**src/rtl/traffic_pkg.sv**
```systemverilog
// Shared lamp encodings and state codes for the two-road junction controller.
package traffic_pkg;

  typedef enum logic [1:0] {
    GREEN  = 2'b00,
    DARK   = 2'b01,
    YELLOW = 2'b10,
    RED    = 2'b11
  } lamp_t;

  // Code 3'd7 is deliberately unused; the controller recovers from it to HG.
  typedef enum logic [2:0] {
    HG    = 3'd0,
    HY    = 3'd1,
    AR1   = 3'd2,
    CG    = 3'd3,
    CY    = 3'd4,
    AR2   = 3'd5,
    FLASH = 3'd6
  } state_t;

endpackage

```
**src/rtl/traffic_dwell_timer.sv**
```systemverilog
// Per-state dwell counter: cleared on reset or state change, saturates at
// all-ones, or wraps at wrap_at when wrap_en is set (night flash timing).
module traffic_dwell_timer #(
  parameter int CNT_W = 8
) (
  input  logic             clck,
  input  logic             clear,
  input  logic             restart,
  input  logic             wrap_en,
  input  logic [CNT_W-1:0] wrap_at,
  output logic [CNT_W-1:0] count
);

  always_ff @(posedge clck) begin
    if (clear || restart) begin
      count <= '0;
    end else if (wrap_en && (count == wrap_at)) begin
      count <= '0;
    end else if (count != '1) begin
      count <= count + 1'b1;
    end
  end

endmodule

```
**src/rtl/traffic_junction_controller.sv**
```systemverilog
// Highway / country-road junction controller: Moore FSM with counter-based
// dwell timing, all-red clearance phases and a night flashing mode.
module traffic_junction_controller
  import traffic_pkg::*;
#(
  parameter int CNT_W           = 8,
  parameter int Y2R_CYCLES      = 5,
  parameter int R2G_CYCLES      = 4,
  parameter int MIN_HWY_GREEN   = 8,
  parameter int MAX_CNTRY_GREEN = 16,
  parameter int FLASH_HALF      = 2
) (
  input  logic       clck,
  input  logic       clear,
  input  logic       X,
  input  logic       night,
  output logic [1:0] hwy,
  output logic [1:0] cntry,
  output logic [2:0] state_o
);

  // Timer thresholds are "last cycle of the phase" values, as the timer is 0
  // in the first cycle of every state.
  localparam logic [CNT_W-1:0] MIN_T   = CNT_W'(MIN_HWY_GREEN - 1);
  localparam logic [CNT_W-1:0] Y2R_T   = CNT_W'(Y2R_CYCLES - 1);
  localparam logic [CNT_W-1:0] R2G_T   = CNT_W'(R2G_CYCLES - 1);
  localparam logic [CNT_W-1:0] MAXC_T  = CNT_W'(MAX_CNTRY_GREEN - 1);
  localparam logic [CNT_W-1:0] FLASH_T = CNT_W'(FLASH_HALF - 1);

  state_t           state;
  state_t           next_state;
  logic [CNT_W-1:0] timer;
  logic             flash_phase;
  logic             restart;

  assign restart = (next_state != state);

  traffic_dwell_timer #(
    .CNT_W (CNT_W)
  ) u_timer (
    .clck    (clck),
    .clear   (clear),
    .restart (restart),
    .wrap_en (state == FLASH),
    .wrap_at (FLASH_T),
    .count   (timer)
  );

  always_ff @(posedge clck) begin
    if (clear) begin
      state <= HG;
    end else begin
      state <= next_state;
    end
  end

  // Phase restarts at 0 on every state change, so FLASH always opens on phase 0.
  always_ff @(posedge clck) begin
    if (clear || restart) begin
      flash_phase <= 1'b0;
    end else if ((state == FLASH) && (timer == FLASH_T)) begin
      flash_phase <= ~flash_phase;
    end
  end

  always_comb begin
    next_state = state;
    if (night && (state != FLASH)) begin
      next_state = FLASH;
    end else begin
      case (state)
        HG:      if (X && (timer >= MIN_T))      next_state = HY;
        HY:      if (timer == Y2R_T)             next_state = AR1;
        AR1:     if (timer == R2G_T)             next_state = CG;
        CG:      if (!X || (timer == MAXC_T))    next_state = CY;
        CY:      if (timer == Y2R_T)             next_state = AR2;
        AR2:     if (timer == R2G_T)             next_state = HG;
        FLASH:   if (!night)                     next_state = AR2;
        default:                                 next_state = HG;
      endcase
    end
  end

  always_comb begin
    hwy   = RED;
    cntry = RED;
    case (state)
      HG:  hwy   = GREEN;
      HY:  hwy   = YELLOW;
      CG:  cntry = GREEN;
      CY:  cntry = YELLOW;
      FLASH: begin
        if (flash_phase) begin
          hwy   = DARK;
          cntry = DARK;
        end else begin
          hwy   = YELLOW;
        end
      end
      default: begin
        hwy   = RED;
        cntry = RED;
      end
    endcase
  end

  assign state_o = state;

endmodule
```
**config.mk**
```make
export PLATFORM = sky130hd
export DESIGN_NAME = traffic_junction_controller
export DESIGN_NICKNAME = d
export VERILOG_FILES = /design/src/rtl/traffic_pkg.sv /design/src/rtl/traffic_dwell_timer.sv /design/src/rtl/traffic_junction_controller.sv
export SDC_FILE = /design/constraint.sdc
export NUM_CORES = 1
export LEC_CHECK = 0
export CAP_MARGIN = 20
export CORE_MARGIN = 2
export CORE_UTILIZATION = 50
export DETAILED_ROUTE_END_ITERATION = 10
export MAX_ROUTING_LAYER = met4
export PLACE_DENSITY = 0.72
export SYNTH_ARGS = -nofsm -noshare
export SYNTH_HDL_FRONTEND = slang
export SYNTH_SLANG_ARGS = --single-unit
```
**constraint.sdc**
```tcl
create_clock -name clck -period 2.5 [get_ports clck]
set_input_delay 0.5 -clock clck [delete_from_list [all_inputs] [get_ports clck]]
set_output_delay 0.5 -clock clck [all_outputs]
set_load 0.01 [all_outputs]
```
# After elaboration in Yosys (flattened, before gate mapping)
# Cells that the tools add are included.
[op_classes] n_lt_le_gt_ge=1 n_bitwise=1 eq_ne=13 addsub=1 reduce_logical=8 n_mux=13
[op_table] operator="3-bit 2-to-1 mux" n=8
[op_table] operator="3-bit case mux with 7 select lines" n=1
[op_table] operator="2-bit case mux with 3 select lines" n=2
[op_table] operator="3-bit equality test, second input constant" n=3
[op_table] operator="8-bit by 1-bit adder with 8-bit output, second input constant" n=1
[op_table] operator="8-bit by 1-bit equality test with 1-bit output, second input constant" n=1
[op_table] operator="8-bit by 2-bit equality test with 1-bit output, second input constant" n=1
[op_table] operator="8-bit by 3-bit equality test with 1-bit output, second input constant" n=1
[op_table] operator="8-bit by 4-bit equality test with 1-bit output, second input constant" n=1
[op_table] operator="8-bit by 3-bit greater-or-equal comparator with 1-bit output, second input constant" n=1
[op_table] operator="8-bit inequality test, second input constant" n=1
[op_table] operator="3-bit by 2-bit equality test with 1-bit output, second input constant" n=2
[op_table] operator="2-bit 2-to-1 mux" n=2
[op_table] operator="3-bit by 1-bit equality test with 1-bit output, second input constant" n=1
[op_table] operator="1-bit logical AND" n=3
[op_table] operator="3-bit logical NOT" n=1
[op_table] operator="3-bit inequality test" n=1
[op_table] operator="3-bit inequality test, second input constant" n=1
[op_table] operator="1-bit logical OR" n=2
[op_table] operator="2-bit OR reduction" n=1
[op_table] operator="1-bit logical NOT" n=1
[op_table] operator="1-bit inverter" n=1
[word_totals] inputBits=4 register_bits=12 out_inout_bits=7 word_cells=40

# Logic depth before layout (Yosys ltp)
[logic_depth] ltp_word=8 ltp_mapped=7 depth_no_buf=6

# By module
# Synthesis repeated with hierarchy kept, for this count alone.
[unflattened] hier_cells=120 hier_area_um2=972.2
[by_module_without_submodules] module="traffic_junction_controller" instances=1 area_each_um2=495.5 seq_area_each_um2=80.1 cells_each=68
[by_module_without_submodules] module="traffic_dwell_timer" instances=1 area_each_um2=476.7 seq_area_each_um2=160.2 cells_each=52

# Worst setup path after synthesis
# Ideal clock, no wire load.
[synth_timing] kind="register to register" start="reg u_timer.count[0]" end="reg u_timer.count[0]" synth_period_minus_slack_ns=1.591 setup_time_ns=0.079 stages_incl_launch_ff=7 n_path_buf=1 setup_slack_ns=0.909 arrival_ns=1.512 required_ns=2.421 path_cell_list="dfxtp_1 ha_1 nand4_1 or2_2 clkbuf_1 xnor2_1 nor3_1"
[synth_via] elab_chain_len=8 elab_cells_between_ends=21 cone_classes="add/sub: 1; order compare: 1; eq/ne: 6; mux: 8; reduce/logical: 5"
[synth_rtl] element="start, declared" line_no="traffic_dwell_timer.sv:11" source="output logic [CNT_W-1:0] count"
[synth_rtl] element="start signal, assigned" line_no="traffic_dwell_timer.sv:20" source="count <= count + 1'b1;"
[synth_rtl] element="8-bit by 3-bit greater-or-equal comparator with 1-bit output or 8-bit by 4-bit equality test with 1-bit output (tied branches)" line_no="traffic_junction_controller.sv:72, traffic_junction_controller.sv:75"
[synth_rtl] element="1-bit logical AND or 1-bit logical OR (tied branches)" line_no="traffic_junction_controller.sv:72, traffic_junction_controller.sv:75"
[synth_rtl] element="3-bit 2-to-1 mux (on tied branches)" line_no="traffic_junction_controller.sv:72, traffic_junction_controller.sv:75"
[synth_rtl] element="3-bit case mux with 7 select lines" line_no="traffic_junction_controller.sv:71" source="case (state)"
[synth_rtl] element="3-bit 2-to-1 mux" line_no="traffic_junction_controller.sv:68" source="if (night && (state != FLASH)) begin"
[synth_rtl] element="3-bit inequality test" line_no="traffic_junction_controller.sv:36" source="assign restart = (next_state != state);"
[synth_rtl] element="1-bit logical OR" line_no="traffic_dwell_timer.sv:15" source="if (clear || restart) begin"
[synth_rtl] element="2-bit OR reduction (no source line)"
# Parallel ways exist; a longest one is shown, timed or not.
# A chain may end at the register's enable or synchronous reset.

# Worst setup path in the final report
[layout_timing] start="reg state[2], in the netlist state_o[2]" end="out cntry[1]"
[layout_via] elab_chain_len=2 elab_cells_between_ends=4 cone_classes="eq/ne: 3; mux: 1"
[layout_rtl] element="start, declared" line_no="traffic_junction_controller.sv:30" source="state_t state;"
[layout_rtl] element="start signal, assigned" line_no="traffic_junction_controller.sv:53" source="state <= next_state;"
[layout_rtl] element="3-bit equality test or 3-bit by 2-bit equality test with 1-bit output (tied branches)" line_no="traffic_junction_controller.sv:87" source="case (state)"
[layout_rtl] element="2-bit case mux with 3 select lines (*)" line_no="traffic_junction_controller.sv:87"
[layout_rtl] element="end, declared" line_no="traffic_junction_controller.sv:18" source="output logic [1:0] cntry,"
# Mark *: on every way between the ends. The rest lies on a longest branch, timed or not.

==> key figures <==
Global route
  • GRT Overall Usage: around 23%
  • Total gr overflow: 0
  • Number of global-route vias before repair: 808
  • Largest net degree at the start of global routing: 17
  • Initial antenna violation count: 0
  • First-pass GRT wire length: 3390 um

Placed design
  • DP Worst Slack: 0.284 ns
  • Post-DP HPWL: roughly 1600 um
  • Placed Area: roughly 1100 um2
  • Placed cells: 154
  • IO Port Bufs: 10
  • Gpl congestion: around 0.95

Yosys
  • Ys async rst share: 0%
  • Cells after Synth: 122
  • Syn Nets: roughly 130
  • Yosys cell types: 42
  • Seq/Total Area, Yosys: 25.9%
  • Yosys warning total: 0
  • Post-Syn Area per Cell: about 7.6 um2
  • Cell area after synthesis: between 900 and 1000 um2
  • Post-synth top area cell: dfxtp_1
  • Area share of the largest cell type after synthesis: about a quarter
  • Post-synth EDFFs: 0
  • Seq cells post-synth: 12
  • Cells taking the most area after synthesis: dfxtp_1, nor2_1, a21oi_1
  • Ys flop type: dfxtp_1

Routing
  • Post-route DRC: 0
  • DR iter-0 viols: 36
  • Detailed-route via count: approximately 940
  • Vias per cell: between 5 and 6
  • DR top layer: met4
  • DRT Wirelength: ~2100 um
  • Wl on met1: a little over 900 um
  • WL met2: about 1000 um
  • Met3 WL: between 100 and 150 um
  • Antenna Violating Nets Remaining: 0
  • Wire length per cell: 13.4 um
  • First-pass DRT Iterations: 4

Final layout
  • Fill cell count: 182
  • Final core utilization: a little over three fifths
  • Most frequent cells in the layout: nor2_1, dfxtp_1, nand2_1, clkdlybuf4s50_1, a21oi_1
  • Register Area: approximately 240 um2
  • Nets: ~140
  • Design area: about 1100 um2
  • Layout cell share with drive strength beyond 1: between 10 and 15%
  • Area Growth Syn to Fin: 17.4%
  • Commonest non-fill, non-tap cell in the layout: nor2_1
  • Number of diodes: 0
  • Post-route insts no fill: approximately 160
  • Multi-input logic area: 642 um2

Floorplan
  • Core area: 1730 um2
  • Die Wd: around 47 um
  • DIE AREA: about 2200 um2
  • Rows: 15
  • Die Height: 47.0 um
  • Number of top-level pins: 11
  • Initial Util: approximately 54%

Power
  • Cell-internal power: approximately 0.00034 W
  • Power density over the cells: around 450 nW/um2
  • Leakage power: 0.416 nW
  • Net Switching: approximately 0.00014 W
  • Switching Share: between 20 and 30%
  • Clock share of power: 34.2%
  • Logic pwr share: between 20 and 25%
  • VDD IR max: roughly 320 uV
  • Seq pwr share: 43.1%

Clock tree
  • H-tree Lvls: 1
  • CTS tree: built
  • Root Buffer: clkbuf_4
  • Post-CTS setup buffers: 0
  • Clock Latency Late Sink: roughly 0.29 ns
  • Bufs on Longest Clock Path: 2
  • Clock transition at path regs: 0.09 ns
  • Hold-fix buffers at CTS: 0
  • PostCTS Resize Cnt: 0
  • CTS buffer count: 3
  • Clock sink count: 12

Setup path
  • R2R Path End: u_timer.count[6]
  • Critical Path Source: state_o[2]
  • Critical Path AT: between 1.5 and 2 ns
  • Critical path fanouts, max: 7
  • Startpoint Class: flop
  • Reg2Reg Launch Point: u_timer.count[0]
  • Reg2reg setup slack: between 0.5 and 0.6 ns
  • Crit. End Element: output port
  • CP required: about 2.0 ns
  • Kind of critical path: reg2out
  • R2R depth: 6

STA
  • Final Hold Viols: 0
  • Skew final: between 0.009 and 0.01 ns
  • TNS Setup: 0 ns
  • Post-route clock period utilization: roughly nine tenths
  • Worst-Margin Slew: between 0.4 and 0.5 ns
  • Final Critical Period: approximately 2.2 ns
  • Slew Viols, Final: 0
  • Slew margin rel.: a little under three quarters
  • Post-route setup slack: ~0.27 ns
  • RSZ-0062 raised after global routing: no
  • Fmax: 449 MHz
  • Setup violators final: 0

Hold path
  • Worst hold path startpoint: flash_phase
  • Hold Path Depth: 2
  • WHS Endpoint: flash_phase
  • Tightest Hold Check Type: reg2reg

Job
  • Max-cap violations: 0

Run status
  • Status: complete, no violations
==> how the worst max path moves through the flow <==
| stage | cells after the start | endpoint | slack, ns |
|---|---|---|---|
| after floorplan | 6 | u_timer.count[0] | 0.91 |
| after global placement | 6 | u_timer.count[6] | 0.32 |
| after detailed placement | 6 | u_timer.count[6] | 0.28 |
| after CTS | 4 | cntry[1] | 0.26 |
| after global routing | 4 | cntry[1] | 0.17 |
| final | 4 | cntry[1] | 0.27 |
==> cell families after synthesis <==
logic type | share of synthesized area [%]
buffers and inverters | 4.73
muxes | 3.24
and+or+nand+nor | 39.5
DFF | 25.9
adders and majority gates | 4.05
xor gates and xnor gates | 1.89
AOI/OAI and AO/OA | 20.7
==> through the flow <==
step	hold slack (ns)	power, W
floorplan	0.521	0.000280
global placement	0.565	0.000324
detailed placement	0.559	0.000324
CTS	0.581	0.000488
global route	0.626	0.000509
finish	0.575	0.000486
==> synthesized netlist by cell type (all sizes together) (2+ instances only) <==
library cell,instances
nor3,8
or4,2
xnor2,2
dfxtp,12
nand3b,2
nor2b,3
nor2,17
nand2,10
inv,4
and3,3
nand2b,2
o211ai,2
a21oi,9
a311oi,3
ha,3
nand3,8
o21ai,4
nor3b,2
or2,2
buf,5
mux2i,3
==> worst max-delay path, cell delays in order, from the launching register on <==
cell and delay [ns]:
dfxtp_1 0.44, and2b_1 0.25, a21o_1 0.16, nand2_1 0.06
clkdlybuf4s50_1 0.53
==> flip-flops by register name (all words and copies together), names as in the netlist <==
name,count
state_o,3
flash_phase,1
u_timer.count,8
==> metal layers <==
layer | track usage (%) | vias to the layer above
li1 | - | 464
met1 | 26.2 | 432
met2 | 35.9 | 33
met3 | 3.46 | 7
met4 | 16.7 | 0
met5 | - | -
==> cell type report <==
cell class / instances / share of cell area (%)
repair buffers: 13 / 11.3
inverters: 4 / 1.38
clock buffers: 4 / 3.34
multi-input cells: 100 / 59.0
well taps: 25 / 2.88
flip-flops and latches: 12 / 22.1
==> power groups by stage <==
stage | Combinational, W | Clock (W) | Sequential (W)
6_report | 0.000111 | 0.000166 | 0.000210
2_1_floorplan | 0.0000673 | 0 | 0.000213
4_1_cts | 0.000110 | 0.000168 | 0.000210
3_3_place_gp | 0.000110 | 0 | 0.000214
5_1_grt | 0.000123 | 0.000175 | 0.000211
3_5_place_dp | 0.000110 | 0 | 0.000214
Note: power is estimated with default switching activity, not from simulation.
==> patch 1: new RTL, same flow settings <==
`CNT_W` is set to 8 in 2 places; all go to 10.
--- a/src/rtl/traffic_dwell_timer.sv
+++ b/src/rtl/traffic_dwell_timer.sv
@@ -1,7 +1,7 @@
 // Per-state dwell counter: cleared on reset or state change, saturates at
 // all-ones, or wraps at wrap_at when wrap_en is set (night flash timing).
 module traffic_dwell_timer #(
-  parameter int CNT_W = 8
+  parameter int CNT_W = 10
 ) (
   input  logic             clck,
   input  logic             clear,
--- a/src/rtl/traffic_junction_controller.sv
+++ b/src/rtl/traffic_junction_controller.sv
@@ -3,7 +3,7 @@
 module traffic_junction_controller
   import traffic_pkg::*;
 #(
-  parameter int CNT_W           = 8,
+  parameter int CNT_W           = 10,
   parameter int Y2R_CYCLES      = 5,
   parameter int R2G_CYCLES      = 4,
   parameter int MIN_HWY_GREEN   = 8,
Check against the original RTL: no difference found for any inputs over 10 cycles, from zero or initial values; that may be too few to reach the edited logic, so the function may still have changed.
==> patch 1 against the original RTL <==
Area after synthesis increased by 11%; setup slack got worse by 0.078 ns; cell count increased by 11%; wire length increased by 14%; sequential cell count increased by 2; sequential share of layout area increased by 1.2 points; register-to-register slack got worse by 0.38 ns; total power increased by 1.3%; critical path type is now flop to flop; design area increased by 11%.
==> patch 1: results (changes against the original RTL) <==
sta:
  min_period_ns: 2.31  # +0.0780 ns
layout:
  fillCellCount: 191  # +4.9%
  nFlopsAndLatches: 14  # +2
  drive_above_1_share: 0.121  # -0.00701
  fin_area_um2: 1210  # +11%
  multi_input_cells: 108  # +8.0%
  sh_seq_area: 0.233  # +0.0120
  inverters: 6  # +2
  bufAreaShareNonClock: 0.126  # +0.0135
power:
  p_per_area_nw_per_um2: 408  # -8.9%
  ir_drop_mv: 0.285  # -10%
  p_leak_nw: 0.465  # +12%
  p_seq_mw: 0.238  # +13%
synth:
  synth_area_leaders: "dfxtp_1 (27%), nor2_1 (6.6%), nor3_1 (5.9%)"
  synth_mux_area_frac: 0.00977  # -0.0227
  synth_compound_area_frac: 0.192  # -0.0151
  postSynthNetCount: 142  # +10%
  synth.top_cells.by_count: "nor2_1 (18), dfxtp_1 (14), nand2_1 (13)"
  synth_area_per_cell_um2: 7.59  # about the same
routing:
  wl_met3_um: 131  # +16%
  wl_met2_mm: 1.12  # +12%
  avgViaCountPerCell: 6.06  # +2.2%
  drt_iter0_drc: 44  # +22%
global_route:
  use_met2: 0.345  # -0.0143
  grt_usage: 0.233  # +0.00410
  grtUsageMet1: 0.289  # +0.0268
  grt_pass1_wl_mm: 4.31  # +27%
  gr-usage-met3: 0.0583  # +0.0237
  first_global_vias: 961  # +19%
  grt_max_degree: 14  # -3
placed_design:
  postPlaceCellArea_um2: 1170  # +11%
  place_inst: 172  # +12%
  place_hpwl_mm: 1.77  # +12%
critical_path:
  critPathTopFamily: "compound AO/OA/AOI/OAI gates"
  rrSetupSlack_ns: 0.19  # -0.38 ns
  critPathLaunch: "u_timer.count[0]"
  cp_max_fo: 11  # +4
  r2r.worst_path.cells: 9  # +3
  cp_data_arrival_time_ns: 2.48  # +0.75 ns
run_status:
  status: "completed"
-- patch 1: changes by cell type after synthesis, moves of 3 or more --
cell / delta
a31oi_1: +4
nand2_1: +3
nor2b_1: -3
a21oi_1: -5
nand4_1: +3
o21ai_0: +6
nor3_1: +5
buf_2: -4
-- patch 1: worst min path at each step --
| stage | to | slack (ns) | from |
|---|---|---|---|
| 2_1_floorplan | u_timer.count[8] | 0.49 | u_timer.count[8] |
| 3_3_place_gp | u_timer.count[8] | 0.52 | u_timer.count[8] |
| 3_5_place_dp | u_timer.count[8] | 0.53 | u_timer.count[8] |
| 4_1_cts | u_timer.count[8] | 0.55 | u_timer.count[8] |
| 5_1_grt | u_timer.count[8] | 0.60 | u_timer.count[8] |
| 6_report | u_timer.count[8] | 0.55 | u_timer.count[8] |
-- patch 1: timing repair --
action                                  CTS  global route
endpoints found under the hold margin     0             0
endpoints found under the setup margin    0             2
resized for setup                         0             2
==> patch 2: new RTL, same flow settings <==
Made on the original files. Register the output `cntry`, without a reset; this adds one clock of latency there. The other outputs are not delayed to match.
--- a/src/rtl/traffic_junction_controller.sv
+++ b/src/rtl/traffic_junction_controller.sv
@@ -26,6 +26,8 @@
   localparam logic [CNT_W-1:0] R2G_T   = CNT_W'(R2G_CYCLES - 1);
   localparam logic [CNT_W-1:0] MAXC_T  = CNT_W'(MAX_CNTRY_GREEN - 1);
   localparam logic [CNT_W-1:0] FLASH_T = CNT_W'(FLASH_HALF - 1);
+
+  logic [1:0] cntry_d;
 
   state_t           state;
   state_t           next_state;
@@ -83,27 +85,31 @@
 
   always_comb begin
     hwy   = RED;
-    cntry = RED;
+    cntry_d = RED;
     case (state)
       HG:  hwy   = GREEN;
       HY:  hwy   = YELLOW;
-      CG:  cntry = GREEN;
-      CY:  cntry = YELLOW;
+      CG:  cntry_d = GREEN;
+      CY:  cntry_d = YELLOW;
       FLASH: begin
         if (flash_phase) begin
           hwy   = DARK;
-          cntry = DARK;
+          cntry_d = DARK;
         end else begin
           hwy   = YELLOW;
         end
       end
       default: begin
         hwy   = RED;
-        cntry = RED;
+        cntry_d = RED;
       end
     endcase
   end
 
   assign state_o = state;
 
+  always_ff @(posedge clck) begin
+    cntry <= cntry_d;
+  end
+
 endmodule
Behaviour: not the same (Yosys sat finds a counterexample within 4 cycles, from zero or initial values).
==> patch 2 against the original RTL <==
Cell count rose by 13%; setup slack got worse by 0.074 ns; count of clock-buffer cells in the layout is 1 lower; design area is 22% higher; global-route usage is 0.80 points higher; synthesized cell count rose by 16%; sequential cell count grew 2; area after synthesis grew 26%; combinational power is 9% lower; die area grew 24%; wire length is 26% higher; critical path depth unchanged; total power fell by 4.3%; critical path type unchanged.
==> patch 2: results (changes against the original RTL) <==
run_status:
  status: "completed"
critical_path:
  rrSetupSlack_ns: 0.20  # -0.37 ns
  cp_max_fo: 12  # +5
  critPathTopFamily: "simple AND/OR/NAND/NOR gates"
  reg2reg_to: "state_o[0]"
  cp_slowest_stage_delay_ns: 0.47  # -0.06 ns
  crit_path_end_kind: "primary output"
  cp_data_arrival_time_ns: 1.80  # +0.07 ns
  r2r.worst_path.cells: 5  # -1
  critPathLaunch: "state_o[2]"
  cp-endpoint: "hwy[1]"
  slowest_stage: "clkdlybuf4s50_1"
  r2r_start: "u_timer.count[6]"
sta:
  finalHoldViolations: 0  # unchanged
  skew_ns: 0.00307  # -0.00660 ns
  tightest_slew_ns: 0.747  # +0.326 ns
global_route:
  grt_max_degree: 19  # +2
  gr-usage-met3: 0.0600  # +0.0254
  use_met2: 0.382  # +0.0230
  grtUsageMet1: 0.302  # +0.0394
  antenna_found_initial: 0  # unchanged
  grt_usage: 0.237  # +0.00796
  first_global_vias: 1004  # +24%
  grt_pass1_wl_mm: 4.66  # +37%
layout:
  seq_area_um2: 282  # +17%
  drive_above_1_share: 0.166  # +0.0377
  fillCellCount: 213  # +17%
  nNetsFinal: 160  # +13%
  regMostFlops: "u_timer.count"
  diodes: 0  # unchanged
placed_design:
  gp_congestion: 0.823  # -14%
  postPlaceCellArea_um2: 1300  # +24%
  place_hpwl_mm: 1.91  # +21%
routing:
  wl_met3_um: 92  # -19%
  avgViaCountPerCell: 6.12  # +3.4%
  drt_iter0_drc: 21  # -42%
  firstDrtPassIters: 4  # unchanged
  wl_met2_mm: 1.30  # +30%
  met1_length_mm: 1.25  # +36%
  wl_per_cell_um: 14.9  # +12%
clock_tree:
  h-tree-depth: 1  # unchanged
  clk_latency_ns: 0.28
  ctsResizeCount: 0  # unchanged
  cts_setup_buffers: 0  # unchanged
  cts.root.buffer_cell: "clkbuf_4"
  cts_buffer_depth: 2  # unchanged
synth:
  synth_cell_types: 49  # +17%
  ys.flop_type: "dfxtp_1"
  synth.top_cells.by_count: "nand4_1 (19), dfxtp_1 (14), a21oi_1 (11), nor2_1 (11), mux2i_1 (9)"
  postSynthNetCount: 148  # +15%
  seq_area_frac_synth: 0.241  # -0.0189
  synth_area_leaders: "dfxtp_1 (24%), nand4_1 (10%), mux2i_1 (7.7%)"
  synth-seq-cells: 14  # +2
power:
  p_leak_nw: 0.461  # +11%
  ir_drop_mv: 0.296  # -6.5%
  swShare: 0.279  # -0.0178
flow_run:
  drv_cap: 0  # unchanged
patch 2: how the worst min path moves through the flow:
stage / startpoint / end / slack [ns] / cells after the start
after global placement: flash_phase / flash_phase / 0.53 / 2
after detailed placement: flash_phase / flash_phase / 0.55 / 2
final: flash_phase / flash_phase / 0.56 / 2
after global routing: flash_phase / flash_phase / 0.58 / 2
after CTS: flash_phase / flash_phase / 0.56 / 2
after floorplan: flash_phase / flash_phase / 0.50 / 2
patch 2: final cells by class:
class | count | share of cell area
repair buffers | 19 | 0.126
multi-input cells | 113 | 0.612
flip-flops and latches | 14 | 0.212
well taps | 28 | 0.0264
clock buffers | 3 | 0.0170
inverters | 2 | 0.00566
patch 2: power groups by stage:
stage | clock network [mW] | logic [mW] | registers (mW)
2_1_floorplan | 0 | 0.0656 | 0.241
3_3_place_gp | 0 | 0.0970 | 0.243
3_5_place_dp | 0 | 0.101 | 0.243
4_1_cts | 0.131 | 0.101 | 0.237
5_1_grt | 0.141 | 0.111 | 0.239
6_report | 0.127 | 0.101 | 0.238
patch 2: stage by stage:
step,setup slack [ns],total power [mW],cells
2_1_floorplan,0.425,0.307,141
4_1_cts,0.0942,0.469,179
3_5_place_dp,0.0296,0.344,176
5_1_grt,0.110,0.491,179
3_3_place_gp,0.105,0.340,176
6_report,0.197,0.465,179
patch 2: worst min-delay path, stage by stage, from the launching register on:
cell,delay (ns)
dfxtp_1,0.36
nand4_1,0.09
mux2i_1,0.06
patch 2: cell families (layout without fill, tap and decap cells):
family | Yosys count | in the layout | share of synthesized area
simple gates | 66 | 66 | 0.361
compound gates | 29 | 29 | 0.175
flops | 14 | 14 | 0.241
buf+inv | 14 | 24 | 0.0623
mux | 12 | 12 | 0.106
fa+ha+maj | 3 | 3 | 0.0322
xor+xnor | 3 | 3 | 0.0226
